File: config.mk
export PLATFORM = sky130hd
export DESIGN_NAME = regfile_wb_arbiter
export DESIGN_NICKNAME = d
export VERILOG_FILES = /design/src/rtl/rf_arb_pkg.sv /design/src/rtl/rf_arb_pick.sv /design/src/rtl/regfile_wb_arbiter.sv
export SDC_FILE = /design/constraint.sdc
export NUM_CORES = 1
export LEC_CHECK = 0
export CAP_MARGIN = 40
export CORE_MARGIN = 10
export CORE_UTILIZATION = 25
export CTS_BUF_LIST = sky130_fd_sc_hd__clkbuf_2
export DETAILED_ROUTE_END_ITERATION = 10
export MAX_ROUTING_LAYER = met4
export PLACE_DENSITY = 0.58
export SYNTH_ARGS = -nofsm -noshare
export SYNTH_HDL_FRONTEND = slang
export SYNTH_SLANG_ARGS = --single-unit
export TNS_END_PERCENT = 50
File: constraint.sdc
create_clock -name clock -period 2.9 [get_ports clock]
set_input_delay 0.58 -clock clock [delete_from_list [all_inputs] [get_ports clock]]
set_output_delay 0.58 -clock clock [all_outputs]
set_load 0.005 [all_outputs]
File: src/rtl/rf_arb_pkg.sv
// rf_arb_pkg
// Shared definitions for the register-file write-back arbiter: register
// address and data widths, requester index assignments and the packed
// write-request record {rd, data}.
package rf_arb_pkg;

   localparam int REG_ADDR_W = 5;
   localparam int XLEN       = 32;

   // Requester slots, in order of base priority (0 is highest).
   localparam int REQ_LSU = 0;
   localparam int REQ_ALU = 1;
   localparam int REQ_FPU = 2;

   typedef struct packed {
      logic [REG_ADDR_W-1:0] rd;
      logic [XLEN-1:0]       data;
   } wb_req_t;

endpackage

File: src/rtl/rf_arb_pick.sv
// rf_arb_pick
// Combinational winner selection for the write-back arbiter.
// Ports:
//   compete  in  NUM_REQ  requesters with a valid nonzero-rd request
//   promoted in  NUM_REQ  requesters whose age counter is at the starve limit
//   grant    out NUM_REQ  one-hot winner (all zero when nobody competes)
module rf_arb_pick #(
   parameter int NUM_REQ = 3
) (
   input  logic [NUM_REQ-1:0] compete,
   input  logic [NUM_REQ-1:0] promoted,
   output logic [NUM_REQ-1:0] grant
);

   logic [NUM_REQ-1:0] urgent;
   logic [NUM_REQ-1:0] cand;

   always_comb begin
      urgent = compete & promoted;
      // Promoted requesters pre-empt base priority; within either set the
      // lowest index wins.
      cand   = (|urgent) ? urgent : compete;
      // Isolate the lowest set bit.
      grant  = cand & (~cand + NUM_REQ'(1));
   end

endmodule

File: src/rtl/regfile_wb_arbiter.sv
// regfile_wb_arbiter
// Arbitrates the single integer register-file write port between the load
// unit, the ALU and the FPU integer-result path. Fixed priority with age
// promotion; the winner goes through a one-entry write stage that drives the
// register file, and in-flight writes are flagged for read forwarding.
// Ports:
//   clock, reset_n              clock, async active-low reset
//   req_valid/req_ready         per-source handshake
//   req_rd, req_data            per-source destination and data (packed slices)
//   wb_hold                     stall/flush: no grants, ages frozen
//   rf_write_enable/rf_reg_write, rf_rd, rf_wb_data   write stage outputs
//   s1, s2                      register-file read addresses
//   fwd_hit_1/2, fwd_data_1/2   forwarding from the write stage
module regfile_wb_arbiter
   import rf_arb_pkg::*;
#(
   parameter int NUM_REQ      = 3,
   parameter int DATA_W       = 32,
   parameter int STARVE_LIMIT = 4
) (
   input  logic                      clock,
   input  logic                      reset_n,
   input  logic [NUM_REQ-1:0]        req_valid,
   output logic [NUM_REQ-1:0]        req_ready,
   input  logic [5*NUM_REQ-1:0]      req_rd,
   input  logic [DATA_W*NUM_REQ-1:0] req_data,
   input  logic                      wb_hold,
   output logic                      rf_write_enable,
   output logic                      rf_reg_write,
   output logic [4:0]                rf_rd,
   output logic [DATA_W-1:0]         rf_wb_data,
   input  logic [4:0]                s1,
   input  logic [4:0]                s2,
   output logic                      fwd_hit_1,
   output logic                      fwd_hit_2,
   output logic [DATA_W-1:0]         fwd_data_1,
   output logic [DATA_W-1:0]         fwd_data_2
);

   localparam int AGE_W = 4;
   localparam logic [AGE_W-1:0] AGE_MAX = AGE_W'(STARVE_LIMIT);

   logic [AGE_W-1:0]      age [NUM_REQ];
   logic [NUM_REQ-1:0]    compete;
   logic [NUM_REQ-1:0]    x0_req;
   logic [NUM_REQ-1:0]    promoted;
   logic [NUM_REQ-1:0]    pick;
   logic [NUM_REQ-1:0]    grant;
   logic                  arb_en;
   logic                  any_grant;
   logic [REG_ADDR_W-1:0] win_rd;
   logic [DATA_W-1:0]     win_data;

   logic                  wb_vld_p1;
   logic [REG_ADDR_W-1:0] wb_rd_p1;
   logic [DATA_W-1:0]     wb_data_p1;

   // Request classification: rd = x0 writes are accepted and dropped without
   // competing for the port.
   always_comb begin
      for (int i = 0; i < NUM_REQ; i++) begin
         compete[i]  = req_valid[i] && (req_rd[5*i +: 5] != 5'd0);
         x0_req[i]   = req_valid[i] && (req_rd[5*i +: 5] == 5'd0);
         promoted[i] = (age[i] == AGE_MAX);
      end
   end

   rf_arb_pick #(
      .NUM_REQ (NUM_REQ)
   ) u_pick (
      .compete  (compete),
      .promoted (promoted),
      .grant    (pick)
   );

   // Ready is also gated by reset_n so nothing handshakes while in reset.
   always_comb begin
      arb_en    = reset_n && !wb_hold;
      grant     = arb_en ? pick : '0;
      req_ready = grant | (x0_req & {NUM_REQ{arb_en}});
      any_grant = |grant;
      win_rd    = '0;
      win_data  = '0;
      for (int i = 0; i < NUM_REQ; i++) begin
         if (grant[i]) begin
            win_rd   = req_rd[5*i +: 5];
            win_data = req_data[DATA_W*i +: DATA_W];
         end
      end
   end

   // Age counters: saturate while losing, clear when granted or idle,
   // frozen during hold.
   always_ff @(posedge clock or negedge reset_n) begin
      if (!reset_n) begin
         for (int i = 0; i < NUM_REQ; i++) age[i] <= '0;
      end else if (!wb_hold) begin
         for (int i = 0; i < NUM_REQ; i++) begin
            if (compete[i] && !grant[i])
               age[i] <= (age[i] == AGE_MAX) ? AGE_MAX : age[i] + AGE_W'(1);
            else
               age[i] <= '0;
         end
      end
   end

   // ---- stage p1: write stage ----
   always_ff @(posedge clock or negedge reset_n) begin
      if (!reset_n) begin
         wb_vld_p1  <= 1'b0;
         wb_rd_p1   <= '0;
         wb_data_p1 <= '0;
      end else begin
         wb_vld_p1 <= any_grant;
         if (any_grant) begin
            wb_rd_p1   <= win_rd;
            wb_data_p1 <= win_data;
         end
      end
   end

   assign rf_write_enable = wb_vld_p1;
   assign rf_reg_write    = wb_vld_p1;
   assign rf_rd           = wb_rd_p1;
   assign rf_wb_data      = wb_data_p1;

   always_comb begin
      fwd_hit_1  = wb_vld_p1 && (wb_rd_p1 == s1) && (s1 != 5'd0);
      fwd_hit_2  = wb_vld_p1 && (wb_rd_p1 == s2) && (s2 != 5'd0);
      fwd_data_1 = fwd_hit_1 ? wb_data_p1 : '0;
      fwd_data_2 = fwd_hit_2 ? wb_data_p1 : '0;
   end

endmodule

; Yosys cells after proc, flatten, opt, wreduce, memory -nomap -nowiden
; Cells that the tools add are included.
[word_totals]
in_bits = 127
reg_bits = 50
elab_cells = 64
output_inout_bits = 108
[classes]
mux = 16
reduce_logical = 28
n_eq_ne = 5
n_addsub = 4
bitwise_logic = 5
[op_table]
columns = operator, n
row1 = 32-bit 2-to-1 mux, 5
row2 = 5-bit nonzero test, 5
row3 = 4-bit 2-to-1 mux, 6
row4 = 5-bit zero test, 3
row5 = 5-bit 2-to-1 mux, 3
row6 = 1-bit logical AND, 14
row7 = 4-bit by 1-bit adder with 4-bit output (second input constant), 3
row8 = 4-bit by 3-bit equality test with 1-bit output (second input constant), 3
row9 = 5-bit equality test, 2
row10 = 3-bit bitwise AND, 3
row11 = 3-bit 2-to-1 mux, 2
row12 = 3-bit OR reduction, 2
row13 = 1-bit zero test, 4
row14 = 3-bit by 1-bit adder with 3-bit output (second input constant), 1
row15 = 3-bit inverter, 1
row16 = 3-bit bitwise OR, 1

; Depth between registers and ports, before layout
[logic_depth]
depth_word = 12
depth_mapped = 10
mapped_depth_nobuf = 8

; Hierarchy
; From an unflattened synthesis, not the netlist that was laid out.
[hier_totals]
cells_unflattened = 482
area_unflattened_um2 = 3589.7
[modules_own_cells]
columns = mod, seq_area_each_um2, area_each_um2, n_inst, cells_each
row1 = regfile_wb_arbiter, 1251.2, 3523.4, 1, 473
row2 = rf_arb_pick, 0.0, 66.3, 1, 9

; Worst setup path before layout
; Ideal clock, no wire load.
[synth_path]
path_kind = in2out
from = input req_rd[6]
to = output req_ready[2]
t_required_ps = 2320
arrival_ps = 2092
cell_stages = 6
path_buffers = 1
path_slack_ps = 228
cell_sequence = or4_4 > o21ai_4 > a21boi_1 > a2111o_2 > buf_6 > nand2_1
[synth_via]
elab_chain_len = 10
[synth_rtl]
columns = element, line_no
row1 = from (decl), regfile_wb_arbiter.sv:25  ; input logic [5*NUM_REQ-1:0] req_rd,
row2 = 5-bit nonzero test (*), regfile_wb_arbiter.sv:62  ; compete[i] = req_valid[i] && (req_rd[5*i +: 5] != 5'd0);
row3 = 1-bit logical AND (*), regfile_wb_arbiter.sv:62
row4 = 3-bit bitwise AND, rf_arb_pick.sv:19  ; urgent = compete & promoted;
row5 = 3-bit OR reduction, rf_arb_pick.sv:22  ; cand = (|urgent) ? urgent : compete;
row6 = 3-bit 2-to-1 mux (*), rf_arb_pick.sv:22
row7 = 3-bit inverter, rf_arb_pick.sv:24  ; grant = cand & (~cand + NUM_REQ'(1));
row8 = 3-bit by 1-bit adder with 3-bit output, rf_arb_pick.sv:24
row9 = 3-bit bitwise AND (*), rf_arb_pick.sv:24
row10 = 3-bit 2-to-1 mux (*), regfile_wb_arbiter.sv:79  ; grant = arb_en ? pick : '0;
row11 = 3-bit bitwise OR (*), regfile_wb_arbiter.sv:80  ; req_ready = grant | (x0_req & {NUM_REQ{arb_en}});
row12 = to (decl), regfile_wb_arbiter.sv:24  ; output logic [NUM_REQ-1:0] req_ready,
; Mark *: on every way between the ends. The rest lies on a longest branch, timed or not.

; Final worst setup path
[layout_path]
from = input req_rd[7]
to = output req_ready[2]
; Same word-level chain as after synthesis.

==> results.sh <==
export IMPL_netlist_instances=382
export IMPL_start_kind="primary input"
export IMPL_path_max_fanout=3
export IMPL_clock_sinks=50
export IMPL_die_area_sq_um=19200
export IMPL_synth_fp_nets=515
export IMPL_tritoncts="built"
export IMPL_critical_path_arrival_ps=2330
export IMPL_setup_viol=1
export IMPL_seqCellArea_sq_um=1260
export IMPL_ios=235
export IMPL_maxSlewHeadroom=0.540
export IMPL_die_h_um=138
export IMPL_io_buffer_count=234
export IMPL_place_inst=803
export IMPL_max_stage_delay_ps=470
export IMPL_htreeDepth=2
export IMPL_yosys_area_top_type_share=0.357
export IMPL_drc=0
export IMPL_via_count=4092
export IMPL_yosys_top_cells_count="and2_1, a21oi_1, dfrtp_1, o2bb2ai_1, o221ai_1"
export IMPL_grt_pass1_wl_mm=26.4
export IMPL_crit_family="compound AO/OA/AOI/OAI gates"
export IMPL_ys_top_cells_by_area="dfrtp_1, and2_1, o2bb2ai_1, a21oi_1, o221ai_2"
export IMPL_core_sq_um=13800
export IMPL_clk_latency_ps=460
export IMPL_setup_worst_path_class="in -> out"
export IMPL_drt_iter0_markers=149
export IMPL_synth_warnings=0
export IMPL_synth_seq_cells=50
export IMPL_initial_core_util=0.253
export IMPL_syn2layout_area_growth_pct=81.0
export IMPL_utilization=0.459
export IMPL_gp_congestion=0.838
export IMPL_report_final_slew_viol_count=0
export IMPL_dp_hpwl_mm=13.1
export IMPL_ant_nets=0
export IMPL_nNetsFinal=770
export IMPL_fmax_ghz=0.343
export IMPL_whs_ps=250
export IMPL_first_pass_iters=4
export IMPL_syn_avg_cell_area_sq_um=9.17
export IMPL_cp_required_ps=2320
export IMPL_row_count=43
export IMPL_grt_max_degree=52
export IMPL_synthDistinctLibCells=40
export IMPL_clockBufferDepth=2
export IMPL_synth_top_area_cell="dfrtp_1"
export IMPL_routedWlPerCell_um=20.5
export IMPL_ir_drop_uv=189
export IMPL_fillers=1357
export IMPL_crit_slowest_cell="or4_4"
export IMPL_violations="negative setup slack"
export IMPL_syn_area_sq_um=3500
export IMPL_synth_edf_count=0
export IMPL_grt_setup_unrepaired="true"
export IMPL_setup_tns_ps=-14.7
export IMPL_die_w_um=138
export IMPL_hold_viol=0
export IMPL_cap_violations=0
export IMPL_grt_pass1_vias=4340
export IMPL_drt_vias_per_instance=5.00
export IMPL_synthFlopType="dfrtp_1"
export IMPL_antenna_found_initial=0
export IMPL_grt_ovfl_total=0
export IMPL_cp_end_kind="output pin"
export IMPL_timing_final_ws_setup_ps=-14.7
export IMPL_post_route_period_util=1.01
export IMPL_tightest_slew_ps=689
export IMPL_clk_pin_slew_ps=310
export IMPL_finalWirelength_mm=16.7
export IMPL_cts_made_buffers=5
export IMPL_async_flop_share=1.00
export IMPL_p_per_area_nw_per_um2=355
export IMPL_drive_gt1_frac=0.180
export IMPL_antenna_cells=0
export IMPL_fin_cells=818
export IMPL_fin_crit_ps=2910
export IMPL_hold_path_class="in -> async"
export IMPL_p_leak_nw=2.74
export IMPL_worstPathCellList="clkdlybuf4s50_1 -> or4_4 -> o21ai_4 -> a21boi_1 -> a2111o_2 -> nand2_1 -> buf_2"
export IMPL_yosysMostFrequentCell="and2_1"
export IMPL_cts_root_buf="clkbuf_2"
export IMPL_grtUsageTotal=0.172
export IMPL_crit_buf_inv=2
export IMPL_seq_area_frac_synth=0.357
export IMPL_status="finished with violations"
export IMPL_finClkSkew_ps=52.6
export IMPL_multi_input_area_sq_um=2140
[final timing paths]
path	depth (start not counted)	slack [ps]	endpoint	start
hold reg to reg	1	570	rf_wb_data[10]	rf_wb_data[10]
setup reg to reg	9	440	rf_wb_data[6]	age[1]
hold / removal	2	250	rf_wb_data[17]	reset_n
setup / recovery	7	-10	req_ready[2]	req_rd[7]
max in group asynchronous	2	2150	age[7]	reset_n
min in group clock	3	480	rf_rd[1]	req_rd[6]
[flip-flops by register name, summed over array words and instances, names as in the netlist]
register      count
rf_wb_data       32
rf_rd             5
age              12
rf_reg_write      1
[where the power goes]
| group | leakage (nW) | total [mW] | internal, mW | switching [mW] |
|---|---|---|---|---|
| Clock | 0.0410 | 0.394 | 0.146 | 0.248 |
| Sequential | 0.616 | 0.959 | 0.815 | 0.144 |
| Combinational | 2.08 | 0.901 | 0.551 | 0.351 |
| Total | 2.74 | 2.25 | 1.51 | 0.743 |
[placed cells by master, fill, tap and decap left out, types with 2 or more instances in the layout]
cell             synthesis  layout
nor3_1                   6       5
o21ai_4                  1       2
a21boi_1                 2       2
dlymetal6s2s_1           0       5
buf_2                    6       4
nand2_1                 15      14
nor2_2                   1       2
clkdlybuf4s50_1          0     159
xor2_1                   3       3
inv_1                   12      10
nand3_1                 12      11
buf_4                    1      40
and2_1                  65      65
dlygate4sd2_1            0      44
ha_1                     6       5
dfrtp_2                  0       4
and4b_1                  2       2
o22ai_1                  3       3
o2bb2ai_1               37      37
o221ai_1                22      22
nor2_4                   0       2
nand4_1                  3       3
xnor2_1                  5       4
buf_12                   0       6
nand3b_1                 2       2
o21a_1                   2       2
clkbuf_2                 0      23
clkdlybuf4s15_1          0       4
o211ai_1                 4       4
inv_2                    0       2
a21oi_1                 52      52
o221ai_2                16      16
nor2_1                   8       5
o21ai_0                  8       7
dfrtp_1                 50      46
[timing repair]
item	CTS	global route
pin swaps	7	12
hold buffers	0	0
buffers inserted	3	4
hold endpoints to repair	0	0
endpoints found under the setup margin	69	37
resized for setup	82	56
[metal layers]
layer / GRT usage / part of all wire
met4: 0.0305 / 0.013
met1: 0.201 / 0.41
met2: 0.299 / 0.51
met3: 0.0387 / 0.061
met5: - / 0
[through the flow]
stage | worst slack, ps | power (mW) | area, sq um
after global routing | -142 | 2.40 | 6340
after detailed placement | -485 | 1.84 | 6300
after CTS | -189 | 2.26 | 6330
after global placement | -467 | 1.83 | 6300
after floorplan | 228 | 1.23 | 3500
final | -14.7 | 2.25 | 6340
[cells by family after synthesis]
family | synth area share
AO/OA/AOI/OAI | 0.345
XOR/XNOR | 0.0200
adder cells (fa/ha/maj) | 0.0214
buffers and inverters | 0.0589
flip-flops | 0.357
AND/OR/NAND/NOR | 0.198
[area by class of cell]
cell class,instances,area share
inverter,12,0.00710
tap,180,0.0355
multi-input combinational,288,0.337
sequential,50,0.198
clock buffer,5,0.00394
clock inverter,3,0.00670
timing repair buffer,280,0.411
No activity file was read; power rests on OpenSTA's default activity.
